### src/rtl/cgra_config_dispatcher.sv
// CGRA configuration dispatcher: routes host config requests to one column's config port,
// returns read data after a fixed latency. Define CFG_DISPATCH_STALL_EN to stall the targeted column.
module cgra_config_dispatcher #(
    parameter int NUM_COLS   = 12,
    parameter int COL_LSB    = 24,
    parameter int RD_LATENCY = 2
) (
    input  logic                     clk,
    input  logic                     reset,
    input  logic                     req_valid,
    output logic                     req_ready,
    input  logic [31:0]              req_addr,
    input  logic [31:0]              req_data,
    input  logic                     req_write,
    output logic                     rsp_valid,
    input  logic                     rsp_ready,
    output logic [31:0]              rsp_data,
    output logic                     rsp_err,
    output logic [NUM_COLS*32-1:0]   cfg_addr,
    output logic [NUM_COLS*32-1:0]   cfg_data,
    output logic [NUM_COLS-1:0]      cfg_read,
    output logic [NUM_COLS-1:0]      cfg_write,
    input  logic [31:0]              read_config_data,
    input  logic [NUM_COLS-1:0]      stall_req,
    output logic [NUM_COLS-1:0]      stall
);

    typedef enum logic [1:0] {
        IDLE,
        ISSUE,
        WAIT_RD,
        RESP
    } state_e;

    localparam logic [8:0] NUM_COLS_W = 9'(NUM_COLS);
    localparam logic [3:0] CNT_LOAD   = 4'(RD_LATENCY - 1);

    state_e              state_q, state_d;
    logic [31:0]         addr_q, addr_d;
    logic [31:0]         data_q, data_d;
    logic                write_q, write_d;
    logic [7:0]          col_q, col_d;
    logic [3:0]          cnt_q, cnt_d;
    logic                err_q, err_d;
    logic [31:0]         rsp_data_q, rsp_data_d;
    logic [7:0]          req_col;
    logic [NUM_COLS-1:0] col_onehot;
    logic [NUM_COLS-1:0] cfg_stall_mask;

    assign req_col = req_addr[COL_LSB +: 8];

    // NOTE: every variable driven in always_comb gets a default first so no path leaves it unassigned (no latch).
    always_comb begin
        state_d    = state_q;
        addr_d     = addr_q;
        data_d     = data_q;
        write_d    = write_q;
        col_d      = col_q;
        cnt_d      = cnt_q;
        err_d      = err_q;
        rsp_data_d = rsp_data_q;
        req_ready  = 1'b0;

        case (state_q)
            IDLE: begin
                req_ready = ~reset;
                if (req_valid && !reset) begin
                    addr_d  = req_addr;
                    data_d  = req_data;
                    write_d = req_write;
                    col_d   = req_col;
                    if ({1'b0, req_col} < NUM_COLS_W) begin
                        state_d = ISSUE;
                    end else begin
                        err_d   = 1'b1;
                        state_d = RESP;
                    end
                end
            end
            ISSUE: begin
                if (write_q) begin
                    state_d = RESP;
                end else begin
                    cnt_d   = CNT_LOAD;
                    state_d = WAIT_RD;
                end
            end
            WAIT_RD: begin
                if (cnt_q == 4'd0) begin
                    rsp_data_d = read_config_data;
                    state_d    = RESP;
                end else begin
                    cnt_d = cnt_q - 4'd1;
                end
            end
            RESP: begin
                if (rsp_ready) begin
                    err_d      = 1'b0;
                    rsp_data_d = '0;
                    state_d    = IDLE;
                end
            end
            default: state_d = IDLE;
        endcase
    end

    always_comb begin
        col_onehot = '0;
        for (int i = 0; i < NUM_COLS; i++) begin
            col_onehot[i] = (col_q == 8'(i));
        end
    end

    // Config ports are driven only while the single ISSUE cycle is active.
    always_comb begin
        cfg_addr  = '0;
        cfg_data  = '0;
        cfg_read  = '0;
        cfg_write = '0;
        for (int i = 0; i < NUM_COLS; i++) begin
            if ((state_q == ISSUE) && col_onehot[i]) begin
                cfg_addr[32*i +: 32] = addr_q;
                cfg_data[32*i +: 32] = data_q;
                cfg_write[i]         = write_q;
                cfg_read[i]          = ~write_q;
            end
        end
    end

    assign rsp_valid = (state_q == RESP);
    assign rsp_data  = rsp_data_q;
    assign rsp_err   = err_q;

    // NOTE: sequential state uses non-blocking assignments so all flops update together at the edge.
    always_ff @(posedge clk) begin
        if (reset) begin
            state_q    <= IDLE;
            addr_q     <= '0;
            data_q     <= '0;
            write_q    <= 1'b0;
            col_q      <= '0;
            cnt_q      <= '0;
            err_q      <= 1'b0;
            rsp_data_q <= '0;
        end else begin
            state_q    <= state_d;
            addr_q     <= addr_d;
            data_q     <= data_d;
            write_q    <= write_d;
            col_q      <= col_d;
            cnt_q      <= cnt_d;
            err_q      <= err_d;
            rsp_data_q <= rsp_data_d;
        end
    end

`ifdef CFG_DISPATCH_STALL_EN
    logic [NUM_COLS-1:0] stall_mask_q, stall_mask_d;

    // Mask tracks the target column for as long as the next state is ISSUE or WAIT_RD.
    always_comb begin
        stall_mask_d = '0;
        if ((state_d == ISSUE) || (state_d == WAIT_RD)) begin
            for (int i = 0; i < NUM_COLS; i++) begin
                stall_mask_d[i] = (col_d == 8'(i));
            end
        end
    end

    always_ff @(posedge clk) begin
        if (reset) begin
            stall_mask_q <= '0;
        end else begin
            stall_mask_q <= stall_mask_d;
        end
    end

    assign cfg_stall_mask = stall_mask_q;
`else
    assign cfg_stall_mask = '0;
`endif

    assign stall = stall_req | cfg_stall_mask;

endmodule
### config.mk
export PLATFORM = sky130hd
export DESIGN_NAME = cgra_config_dispatcher
export DESIGN_NICKNAME = d
export VERILOG_FILES = /design/src/rtl/cgra_config_dispatcher.sv
export SDC_FILE = /design/constraint.sdc
export NUM_CORES = 1
export LEC_CHECK = 0
export BUFFER_PORTS_ARGS = -buffer_cell sky130_fd_sc_hd__buf_2
export CAP_MARGIN = 30
export CORE_AREA = 2 2 368 370
export CTS_CLUSTER_DIAMETER = 120
export CTS_CLUSTER_SIZE = 28
export DETAILED_ROUTE_END_ITERATION = 16
export DIE_AREA = 0 0 370 372
export HOLD_SLACK_MARGIN = 0.15
export PLACE_DENSITY_LB_ADDON = 0.3
export SYNTH_ARGS = -nofsm -noshare
export SYNTH_HDL_FRONTEND = slang
export SYNTH_SLANG_ARGS = --single-unit
### constraint.sdc
create_clock -name clk -period 4.9 [get_ports clk]
set_input_delay 0.735 -clock clk [delete_from_list [all_inputs] [get_ports clk]]
set_output_delay 0.735 -clock clk [all_outputs]
set_load 0.1 [all_outputs]
=== Word level (Yosys, flattened, before mapping) ===
Index checks and enable logic that the tools add are counted.

* Register bits: 112
* Bits of input ports: 113
* Output and inout port bits: 839

* Add/sub/neg operators: 1
* Magnitude comparators: 1
* Equality and inequality tests: 20
* Muxes and demuxes: 65
* Bitwise operators: 2
* Reductions and logical operators: 25

{| class="wikitable"
|+ Operators by type and width
! operator !! number
|-
| 32-bit two-way mux || 26
|-
| 32-bit case mux with 2 select lines || 1
|-
| 8-bit by 3-bit equality test with 1-bit output, second input constant || 4
|-
| 8-bit by 4-bit equality test with 1-bit output, second input constant || 4
|-
| 1-bit two-way mux || 29
|-
| 8-bit by 2-bit equality test with 1-bit output, second input constant || 2
|-
| 1-bit logical AND || 13
|-
| 2-bit != test, second input constant || 5
|-
| 3-bit AND reduction || 3
|-
| 8-bit by 1-bit equality test with 1-bit output, second input constant || 1
|-
| 8-bit zero test || 1
|-
| 8-bit by 4-bit < comparator with 1-bit output, second input constant || 1
|-
| 2-bit two-way mux || 4
|-
| 4-bit two-way mux || 2
|-
| 2-bit case mux with 4 select lines || 1
|-
| 4-bit case mux with 2 select lines || 1
|-
| 2-bit nonzero test || 3
|-
| 2-bit equality test, second input constant || 2
|-
| 4-bit zero test || 1
|-
| 4-bit AND reduction || 1
|-
| 4-bit by 1-bit subtractor with 4-bit output, second input constant || 1
|-
| 2-bit by 1-bit equality test with 1-bit output, second input constant || 1
|-
| 2-bit zero test || 1
|-
| 2-bit by 1-bit != test with 1-bit output, second input constant || 1
|-
| other kinds (4) || 5
|}

=== Logic depth before layout (Yosys ltp) ===
Gate-level depths: netlist (run 1).

* Word-level depth: 4
* Mapped depth: 9

=== Worst setup path before layout (run 1) ===
OpenSTA, ideal clock, no wires.

* Path type: register to output
* Start point: reg state_q[1]
* End point: out cfg_read[0]
* Arrival time: 4.148 ns
* Required time: 4.165 ns
* Path slack: 0.017 ns
* Stages on the path, launching flop included: 7
* Cells stage by stage: dfxtp_1 -> inv_1 -> ha_1 -> inv_1 -> or4b_1 -> buf_6 -> nor4_1

* Word-level cells in the longest chain between the ends: 3

{| class="wikitable"
|+ RTL lines
! what !! line !! RTL
|-
| start: declaration || 38 || <nowiki>state_e state_q, state_d;</nowiki>
|-
| start signal: assignment || 146 || <nowiki>state_q <= state_d;</nowiki>
|-
| 2-bit by 1-bit equality test with 1-bit output || 121 || <nowiki>if ((state_q == ISSUE) && col_onehot[i]) begin</nowiki>
|-
| 1-bit logical AND || 121 ||
|-
| 1-bit two-way mux || 121 ||
|-
| end: declaration || 21 || <nowiki>output logic [NUM_COLS-1:0] cfg_read,</nowiki>
|}

No other way between the ends.

=== Final worst setup path (run 1) ===
* Start point: reg state_q[1]
* End point: out cfg_data[42]

* Word-level cells in the longest chain between the ends: 3

{| class="wikitable"
|+ RTL lines
! what !! line !! RTL
|-
| 2-bit by 1-bit equality test with 1-bit output || 121 ||
|-
| 1-bit logical AND || 121 ||
|-
| 32-bit two-way mux || 121 ||
|-
| end: declaration || 20 || <nowiki>output logic [NUM_COLS*32-1:0] cfg_data,</nowiki>
|}

No other way between the ends.

==> impl_metrics.env, run 1 <==
export IMPL_finalCriticalPeriod_ps=4560
export IMPL_place_area_mm2=0.0157
export IMPL_drc=0
export IMPL_grt_max_degree=69
export IMPL_layout_common_cells="buf_2 (851), and2_1 (684), nand2_1 (136)"
export IMPL_p_leak_nw=9.05
export IMPL_fp_row_count=135
export IMPL_syn_cell_area_mm2=0.00983
export IMPL_cts_htree_levels=3
export IMPL_core_area_mm2=0.134
export IMPL_cts_setup_buffers=0
export IMPL_dpl_hpwl_um=54500
export IMPL_first_iter_violations=740
export IMPL_status="complete, no violations"
export IMPL_clk_pin_slew_worst_paths_ps=90
export IMPL_ir_drop_uv=181
export IMPL_pin_count=952
export IMPL_fillers=15700
export IMPL_cts_tree="done"
export IMPL_grt_pass1_wl_um=88400
export IMPL_critPathMaxFanout=18
export IMPL_worstPathArrival_ps=3830
export IMPL_finalSetupViolations=0
export IMPL_crit_path_end_kind="output pin"
export IMPL_start_util_pct=7.32
export IMPL_cellPowerDensity_mw_per_mm2=289
export IMPL_report_final_slew_viol_count=0
export IMPL_cts_resized=0
export IMPL_final_seq_area_mm2=0.00208
export IMPL_synth_warnings=0
export IMPL_crit_path_start_kind="flip-flop"
export IMPL_fmax_mhz=219
export IMPL_multi_input_area_mm2=0.00667
export IMPL_layout_commonest_cell="buf_2"
export IMPL_synth_ff_type="dfxtp_1"
export IMPL_worstPathRequired_ps=4160
export IMPL_path_class="reg2out"
export IMPL_ant_nets=0
export IMPL_grt_setup_unrepaired="no"
export IMPL_synth_async_reset_ratio_pct=0
export IMPL_port_buffers=851
export IMPL_gp_congestion=0.744
export IMPL_slew_headroom_pct=32.4
export IMPL_synth_area_per_cell_um2=6.86
export IMPL_die_h_um=372
export IMPL_grt_util_all_layers_pct=9.48
export IMPL_viasPerCell=3.00
export IMPL_dieArea_mm2=0.138
export IMPL_synthCells=1432
export IMPL_cts_made_buffers=9
export IMPL_route_vias_total=11800
export IMPL_ctsLongestPathBuffers=2
export IMPL_holdBufCountCts=0
export IMPL_clk_insertion_delay_late_ps=430
export IMPL_post_route_period_util_pct=93.1
export IMPL_synth_sequential_area_ratio_pct=21.2
export IMPL_grt_overflow=0
export IMPL_first_pass_iters=5
export IMPL_worst_pin_slew_ps=1010
export IMPL_grt_pass1_vias=10400
export IMPL_layout_nets=2267
export IMPL_die_w_um=370
export IMPL_post_drt_wl_per_cell_um=17.7
export IMPL_cts_root_buf="clkbuf_16"
export IMPL_fin_setup_tns_ps=0
export IMPL_drv_cap=0
export IMPL_routed_wl_um=69800
export IMPL_ys_ff_latch=104
export IMPL_hold_path_class="reg2reg"
export IMPL_synth_edf_count=0
export IMPL_worst_clock_skew_ps=14.4
export IMPL_synth_distinct_cells=42
export IMPL_hold_viol_final=0
export IMPL_clock_sinks=104
export IMPL_drive_gt1_share_pct=43.0
export IMPL_finalInstanceArea_mm2=0.0161
export IMPL_syn2layout_area_growth_pct=63.4
export IMPL_antenna_found_initial=42
worst paths after layout:
kind	startpoint	endpoint	slack, ps	depth (start not counted)
worst min register to register	addr_q[29]$_SDFFE_PP0P_	addr_q[29]$_SDFFE_PP0P_	470	2
worst max-delay path	state_q[1]$_SDFFE_PP0P_	cfg_data[42]	340	7
worst max register to register	state_q[0]$_SDFFE_PP0P_	rsp_data[4]$_SDFFE_PP0P_	2250	8
worst min-delay path	addr_q[29]$_SDFFE_PP0P_	addr_q[29]$_SDFFE_PP0P_	470	2
registers in the layout, indices dropped and copies added (netlist names):
| signal | count |
|---|---|
| addr_q | 32 |
| cnt_q | 4 |
| data_q | 32 |
| rsp_data | 32 |
| rsp_err | 1 |
| state_q | 2 |
| write_q | 1 |
routing by layer:
layer  wire length [µm]  vias up  global-route usage (%)  part of all wire, %
met5                  0        -                       0                    0
met4               1580        0                    2.85                  2.3
met3               5440       67                    1.37                  7.8
li1                   -     5619                       -                    -
met1              28400     5477                    11.8                   41
met2              34400      666                    16.8                   49
stage by stage:
step	utilization (%)	hold WS (ps)	std cells	power, W	setup slack [ps]
floorplan	-	444	1507	0.00311	17.0
global placement	11.6	459	3912	0.00377	881
detailed placement	11.7	464	3915	0.00383	874
CTS	11.9	416	3931	0.00477	335
global route	11.9	441	3933	0.00492	234
finish	12.0	474	3948	0.00464	338
worst max-delay path, cell delays in order, from the launching register on:
cell	delay (ps)
dfxtp_1	350
inv_1	130
ha_1	250
inv_1	70
or4b_1	800
nor2_4	730
and2_1	520
buf_2	520
where the power goes:
part           switching [W]  total [W]  leakage, nW  internal, W
clock               0.000498   0.000872        0.154     0.000374
sequential          0.000493    0.00152        0.853      0.00103
combinational        0.00178    0.00225         8.04     0.000464
total                0.00277    0.00464         9.05      0.00187
synthesized netlist by cell type (all sizes together) (2+ instances only):
master	number	area (µm²)
o31ai	2	15.0
buf	117	865
inv	7	26.3
nand4b	2	17.5
clkbuf	142	541
dfxtp	104	2080
nor2b	33	206
ha	7	87.6
a21oi	3	18.8
nand4	2	12.5
xor2	2	17.5
nor3	13	76.3
and2	685	4290
nand2b	3	18.8
nor2	53	221
nand2	137	514
nor4	5	37.5
mux2i	33	330
nand3	68	340
layout make-up:
class / instances / share of cell area [%]
Clock buffer: 9 / 1.40
Multi-Input combinational cell: 1137 / 41.5
Antenna cell: 15 / 0.234
Tap cell: 1781 / 13.9
Timing Repair Buffer: 888 / 29.2
Inverter: 7 / 0.179
Clock inverter: 7 / 0.584
Sequential cell: 104 / 13.0
cell families after synthesis:
| group | synth area share [%] |
|---|---|
| adders and majority gates | 0.891 |
| xor gates and xnor gates | 0.178 |
| AOI/OAI and AO/OA | 0.942 |
| buffers and inverters | 14.6 |
| other | 0.0382 |
| muxes | 3.36 |
| DFF | 21.2 |
| and+or+nand+nor | 58.8 |
Power figures use the tool's default switching activity.
==> inputs of run 2 (changes only) <==
==> config.mk (replaced) <==
export PLATFORM = sky130hd
export DESIGN_NAME = cgra_config_dispatcher
export DESIGN_NICKNAME = d
export VERILOG_FILES = /design/src/rtl/cgra_config_dispatcher.sv
export SDC_FILE = /design/constraint.sdc
export NUM_CORES = 1
export LEC_CHECK = 0
export CAP_MARGIN = 30
export CELL_PAD_IN_SITES_DETAIL_PLACEMENT = 0
export CELL_PAD_IN_SITES_GLOBAL_PLACEMENT = 1
export CORE_AREA = 2 2 370 372
export CTS_CLUSTER_DIAMETER = 120
export CTS_CLUSTER_SIZE = 28
export DETAILED_ROUTE_END_ITERATION = 16
export DIE_AREA = 0 0 372 374
export DONT_BUFFER_PORTS = 1
export HOLD_SLACK_MARGIN = 0.15
export PLACE_DENSITY_LB_ADDON = 0.3
export SLEW_MARGIN = 20
export SYNTH_ARGS = -nofsm -noshare
export SYNTH_HDL_FRONTEND = slang
export SYNTH_SLANG_ARGS = --single-unit
==> impl_metrics.env, run 2 (synthesized netlist as in run 1, its figures left out) <==
export IMPL_cellPowerDensity_mw_per_mm2=266
export IMPL_final_seq_area_mm2=0.00208
export IMPL_worstPathArrival_ps=3370
export IMPL_path_class="reg2out"
export IMPL_routed_wl_um=74900
export IMPL_worstHoldStart="req_addr[27]"
export IMPL_min_path_cells=2
export IMPL_finalCriticalPeriod_ps=4110
export IMPL_viasPerCell=2.92
export IMPL_pin_count=952
export IMPL_grt_pass1_vias=10600
export IMPL_cts_htree_levels=3
export IMPL_post_route_period_util_pct=83.8
export IMPL_power_w=0.00467
export IMPL_multi_input_area_mm2=0.00678
export IMPL_place_ws_ps=1220
export IMPL_layout_commonest_cell="buf_4"
export IMPL_fillers=15600
export IMPL_layout_common_cells="buf_4 (733), and2_1 (684), nand2_1 (136)"
export IMPL_drive_gt1_share_pct=40.3
export IMPL_worst_slack_ps=792
export IMPL_ctsLongestPathBuffers=2
export IMPL_antenna_found_initial=35
export IMPL_holdBufCountCts=0
export IMPL_core_area_mm2=0.135
export IMPL_slowest_delay_ps=800
export IMPL_layout_nets=2136
export IMPL_first_iter_violations=434
export IMPL_grt_max_degree=59
export IMPL_rrSetupSlack_ps=2060
export IMPL_ir_drop_uv=164
export IMPL_slew_headroom_pct=30.1
export IMPL_syn2layout_area_growth_pct=78.5
export IMPL_port_buffers=0
export IMPL_grt_util_all_layers_pct=10.2
export IMPL_cts_tree="done"
export IMPL_grt_pass1_wl_um=96100
export IMPL_first_pass_iters=4
export IMPL_post_drt_wl_per_cell_um=19.6
export IMPL_p_leak_nw=8.46
export IMPL_path_cells="inv_1, ha_1, inv_1, or4b_1, nor2_4, buf_4, and2_1, buf_4"
export IMPL_dp_cells=3786
export IMPL_fmax_mhz=243
export IMPL_worst_pin_slew_ps=1050
export IMPL_die_w_um=372
export IMPL_gp_congestion=0.741
export IMPL_path_delay_family="simple AND/OR/NAND/NOR gates"
export IMPL_start_util_pct=7.28
export IMPL_crit_path_end_kind="output pin"
export IMPL_die_h_um=374
export IMPL_route_vias_total=11200
export IMPL_clk_insertion_delay_late_ps=430
export IMPL_dieArea_mm2=0.139
export IMPL_fin_setup_tns_ps=0
export IMPL_drv_cap=0
export IMPL_status="complete, no violations"
export IMPL_cts_setup_buffers=0
export IMPL_hold_path_class="in2reg"
export IMPL_cp_buffers_inverters=4
export IMPL_worstPathRequired_ps=4160
export IMPL_clk_pin_slew_worst_paths_ps=100
export IMPL_r2r_start="state_q[0]$_SDFFE_PP0P_"
export IMPL_grt_setup_unrepaired="no"
export IMPL_hold_viol_final=0
export IMPL_critPathMaxFanout=26
export IMPL_report_final_slew_viol_count=0
export IMPL_cts_root_buf="clkbuf_16"
export IMPL_ff2ff_path_depth=7
export IMPL_cts_made_buffers=9
export IMPL_fin_cells=3821
export IMPL_finalSetupViolations=0
export IMPL_fp_row_count=135
export IMPL_dpl_hpwl_um=57800
export IMPL_grt_overflow=0
export IMPL_crit_path_start_kind="flip-flop"
export IMPL_cts_resized=0
export IMPL_worst_clock_skew_ps=23.1
export IMPL_drc=0
export IMPL_r2r_end="addr_q[21]$_SDFFE_PP0P_"
export IMPL_clock_sinks=104
export IMPL_ant_nets=0
export IMPL_crit_slowest_cell="or4b_1"
export IMPL_worstHoldEndpoint="addr_q[27]$_SDFFE_PP0P_"
-- run 2: changes by cell type in the layout (fill, tap and decap cells not counted), sizes merged --
cell and change:
diode +4, clkinv -1, buf -139, clkbuf +9
clkinvlp +1, inv -2, bufinv +1
-- run 2: routing by layer --
layer	up-vias	share of wire (%)	global-route usage (%)	wire length (µm)
met5	-	0.12	0	92
met4	14	1.5	2.05	1110
li1	5349	-	-	-
met1	5174	40	11.5	29600
met2	564	51	18.7	38200
met3	62	7.8	3.12	5840
-- run 2: area by class of cell --
type | instances | share of cell area (%)
inverters | 7 | 0.157
clock buffers | 10 | 1.30
repair buffers | 757 | 34.6
flip-flops and latches | 104 | 11.9
multi-input cells | 1137 | 38.7
well taps | 1781 | 12.7
diodes | 19 | 0.271
clock inverters | 6 | 0.485
-- run 2: metrics by stage --
stage | instance area (µm²) | util [%] | hold WS (ps)
3_5_place_dp | 17200 | 12.7 | 456
3_3_place_gp | 17000 | 12.6 | 449
4_1_cts | 17500 | 13.0 | 322
5_1_grt | 17500 | 13.0 | 340
6_report | 17500 | 13.0 | 398
2_1_floorplan | 10100 | - | 444
-- run 2: power breakdown --
part           leakage [nW]  internal (W)  switching [W]
Combinational          7.45      0.000434        0.00150
Sequential            0.853       0.00103       0.000797
Clock                 0.150      0.000413       0.000489
Total                  8.46       0.00187        0.00279
-- run 2: worst reg2reg max path, stage by stage (launching register included) --
cell and delay, ps:
dfxtp_1 360, inv_1 130, ha_1 190, nor2b_4 690, and2_4 820, buf_4 420, nand2_1 110, nand2_1 60
-- run 2: worst max-delay path by stage --
stage / to / startpoint / cells after the start / slack, ps
floorplan: cfg_read[0] / state_q[1]$_SDFFE_PP0P_ / 6 / 20
global placement: cfg_addr[33] / state_q[1]$_SDFFE_PP0P_ / 8 / 1300
detailed placement: cfg_data[57] / state_q[1]$_SDFFE_PP0P_ / 8 / 1220
CTS: cfg_data[57] / state_q[1]$_SDFFE_PP0P_ / 8 / 680
global route: cfg_addr[42] / state_q[1]$_SDFFE_PP0P_ / 8 / 520
finish: cfg_data[61] / state_q[1]$_SDFFE_PP0P_ / 8 / 790
==> inputs of run 3 (changes only) <==
--- a/config.mk
+++ b/config.mk
@@ -8,11 +8,11 @@
 export CAP_MARGIN = 30
 export CELL_PAD_IN_SITES_DETAIL_PLACEMENT = 0
 export CELL_PAD_IN_SITES_GLOBAL_PLACEMENT = 1
-export CORE_AREA = 2 2 370 372
+export CORE_AREA = 2 2 366 368
 export CTS_CLUSTER_DIAMETER = 120
 export CTS_CLUSTER_SIZE = 28
 export DETAILED_ROUTE_END_ITERATION = 16
-export DIE_AREA = 0 0 372 374
+export DIE_AREA = 0 0 368 370
 export DONT_BUFFER_PORTS = 1
 export HOLD_SLACK_MARGIN = 0.15
 export PLACE_DENSITY_LB_ADDON = 0.3
==> constraint.sdc (replaced) <==
create_clock -name clk -period 3.5 [get_ports clk]
set_input_delay 0.525 -clock clk [delete_from_list [all_inputs] [get_ports clk]]
set_output_delay 0.525 -clock clk [all_outputs]
set_load 0.1 [all_outputs]
==> impl_metrics.env, run 3 (synthesized netlist as in run 1, its figures left out) <==
export IMPL_antenna_found_initial=34
export IMPL_grt_pass1_vias=11500
export IMPL_clock_sinks=104
export IMPL_worst_slack_ps=170
export IMPL_post_drt_wl_per_cell_um=21.5
export IMPL_cellPowerDensity_mw_per_mm2=262
export IMPL_fin_setup_tns_ps=0
export IMPL_ir_drop_uv=305
export IMPL_viasPerCell=3.00
export IMPL_grt_overflow=0
export IMPL_hold_viol_final=0
export IMPL_worst_clock_skew_ps=20.4
export IMPL_p_int_w=0.00282
export IMPL_finalCriticalPeriod_ps=3330
export IMPL_layout_nets=2220
export IMPL_slew_headroom_pct=32.4
export IMPL_first_pass_iters=5
export IMPL_worst_pin_slew_ps=1010
export IMPL_cts_made_buffers=9
export IMPL_seqPwrFrac_pct=37.3
export IMPL_core_area_mm2=0.132
export IMPL_die_h_um=370
export IMPL_ctsLongestPathBuffers=2
export IMPL_post_route_period_util_pct=95.1
export IMPL_routed_wl_um=83800
export IMPL_drc=0
export IMPL_ff2ff_path_depth=7
export IMPL_layout_commonest_cell="and2_1"
export IMPL_crit_path_end_kind="output pin"
export IMPL_first_iter_violations=548
export IMPL_crit_path_start_kind="flip-flop"
export IMPL_dieArea_mm2=0.136
export IMPL_layout_common_cells="and2_1 (683), buf_12 (633), nand2_1 (136)"
export IMPL_switching_power_w=0.00406
export IMPL_grt_max_degree=60
export IMPL_use_met2_pct=20.7
export IMPL_cts_root_buf="clkbuf_16"
export IMPL_ant_nets=0
export IMPL_grt_use_met1_pct=14.0
export IMPL_path_class="reg2out"
export IMPL_syn2layout_area_growth_pct=167
export IMPL_grt_pass1_wl_um=110000
export IMPL_grt_setup_unrepaired="yes"
export IMPL_hold_path_class="in2reg"
export IMPL_route_vias_total=11700
export IMPL_port_buffers=0
export IMPL_die_w_um=368
export IMPL_grt_util_met3_pct=4.14
export IMPL_cts_tree="done"
export IMPL_pin_count=952
export IMPL_status="complete, no violations"
export IMPL_fmax_mhz=300
export IMPL_clk_insertion_delay_late_ps=440
export IMPL_gp_congestion=0.720
export IMPL_drive_gt1_share_pct=40.1
export IMPL_worstPathRequired_ps=2970
export IMPL_grt_util_all_layers_pct=11.9
export IMPL_top_usage_layer="met2"
export IMPL_switching_share_pct=59.0
export IMPL_place_ws_ps=383
export IMPL_finalSetupViolations=0
export IMPL_p_leak_nw=10.5
export IMPL_min_path_cells=2
export IMPL_critPathMaxFanout=29
export IMPL_report_final_slew_viol_count=0
export IMPL_cts_htree_levels=3
export IMPL_worstPathArrival_ps=2800
export IMPL_start_util_pct=7.42
export IMPL_drv_cap=0
export IMPL_clkPwrFrac_pct=18.2
export IMPL_dpl_hpwl_um=63000
export IMPL_comb_power_share_pct=44.5
export IMPL_fp_row_count=134
export IMPL_clk_pin_slew_worst_paths_ps=100
run 3: what timing repair did:
action,CTS,global route
buffers inserted,1,2
gates cloned,3,0
pin swaps,1,0
endpoints found under the hold margin,94,0
resized for setup,18,17
hold buffers,60,0
setup endpoints to repair,136,106
run 3: power by group through the flow:
stage	registers, W	logic, W	clock network [W]
after global placement	0.00270	0.00284	0
after CTS	0.00261	0.00310	0.00140
after detailed placement	0.00263	0.00298	0
final	0.00256	0.00306	0.00125
after floorplan	0.00225	0.00211	0
after global routing	0.00264	0.00325	0.00140
run 3: worst paths after layout:
check | slack [ps] | to | start
hold / removal | 220 | addr_q[12]$_SDFFE_PP0P_ | req_addr[12]
setup reg to reg | 1170 | rsp_data[7]$_SDFFE_PP0P_ | cnt_q[0]$_SDFFE_PP0P_
setup / recovery | 170 | cfg_addr[16] | state_q[1]$_SDFFE_PP0P_
hold reg to reg | 480 | addr_q[29]$_SDFFE_PP0P_ | addr_q[29]$_SDFFE_PP0P_
run 3: area by class of cell:
cell class	instances	area, µm²
timing repair buffer	841	14700
antenna	18	45.0
sequential	104	2080
multi-input combinational	1137	6870
clock inverter	7	88.8
tap	1768	2210
inverter	7	27.5
clock buffer	9	225
fill	14400	106000
run 3: through the flow:
stage	utilization (%)	total power (W)	hold slack [ps]	instance area [µm²]	instances
after floorplan	-	0.00436	444	10200	1507
after CTS	19.7	0.00710	150	26100	3869
after detailed placement	18.9	0.00561	467	25000	3789
final	19.8	0.00687	216	26200	3891
after global placement	18.8	0.00555	461	24900	3784
after global routing	19.8	0.00729	178	26200	3874
run 3: critical path, stage by stage (launching register included):
cell	delay (ps)
dfxtp_1	360
inv_2	100
ha_2	220
inv_1	60
or4b_4	520
buf_4	180
nor3_4	200
buf_8	260
and2_1	220
buf_12	180
run 3: layer usage:
metal  wire length, µm  vias up
li1                  -     5530
met2             42100      594
met4              1180       18
met1             32600     5464
met5               117        -
met3              7750       59
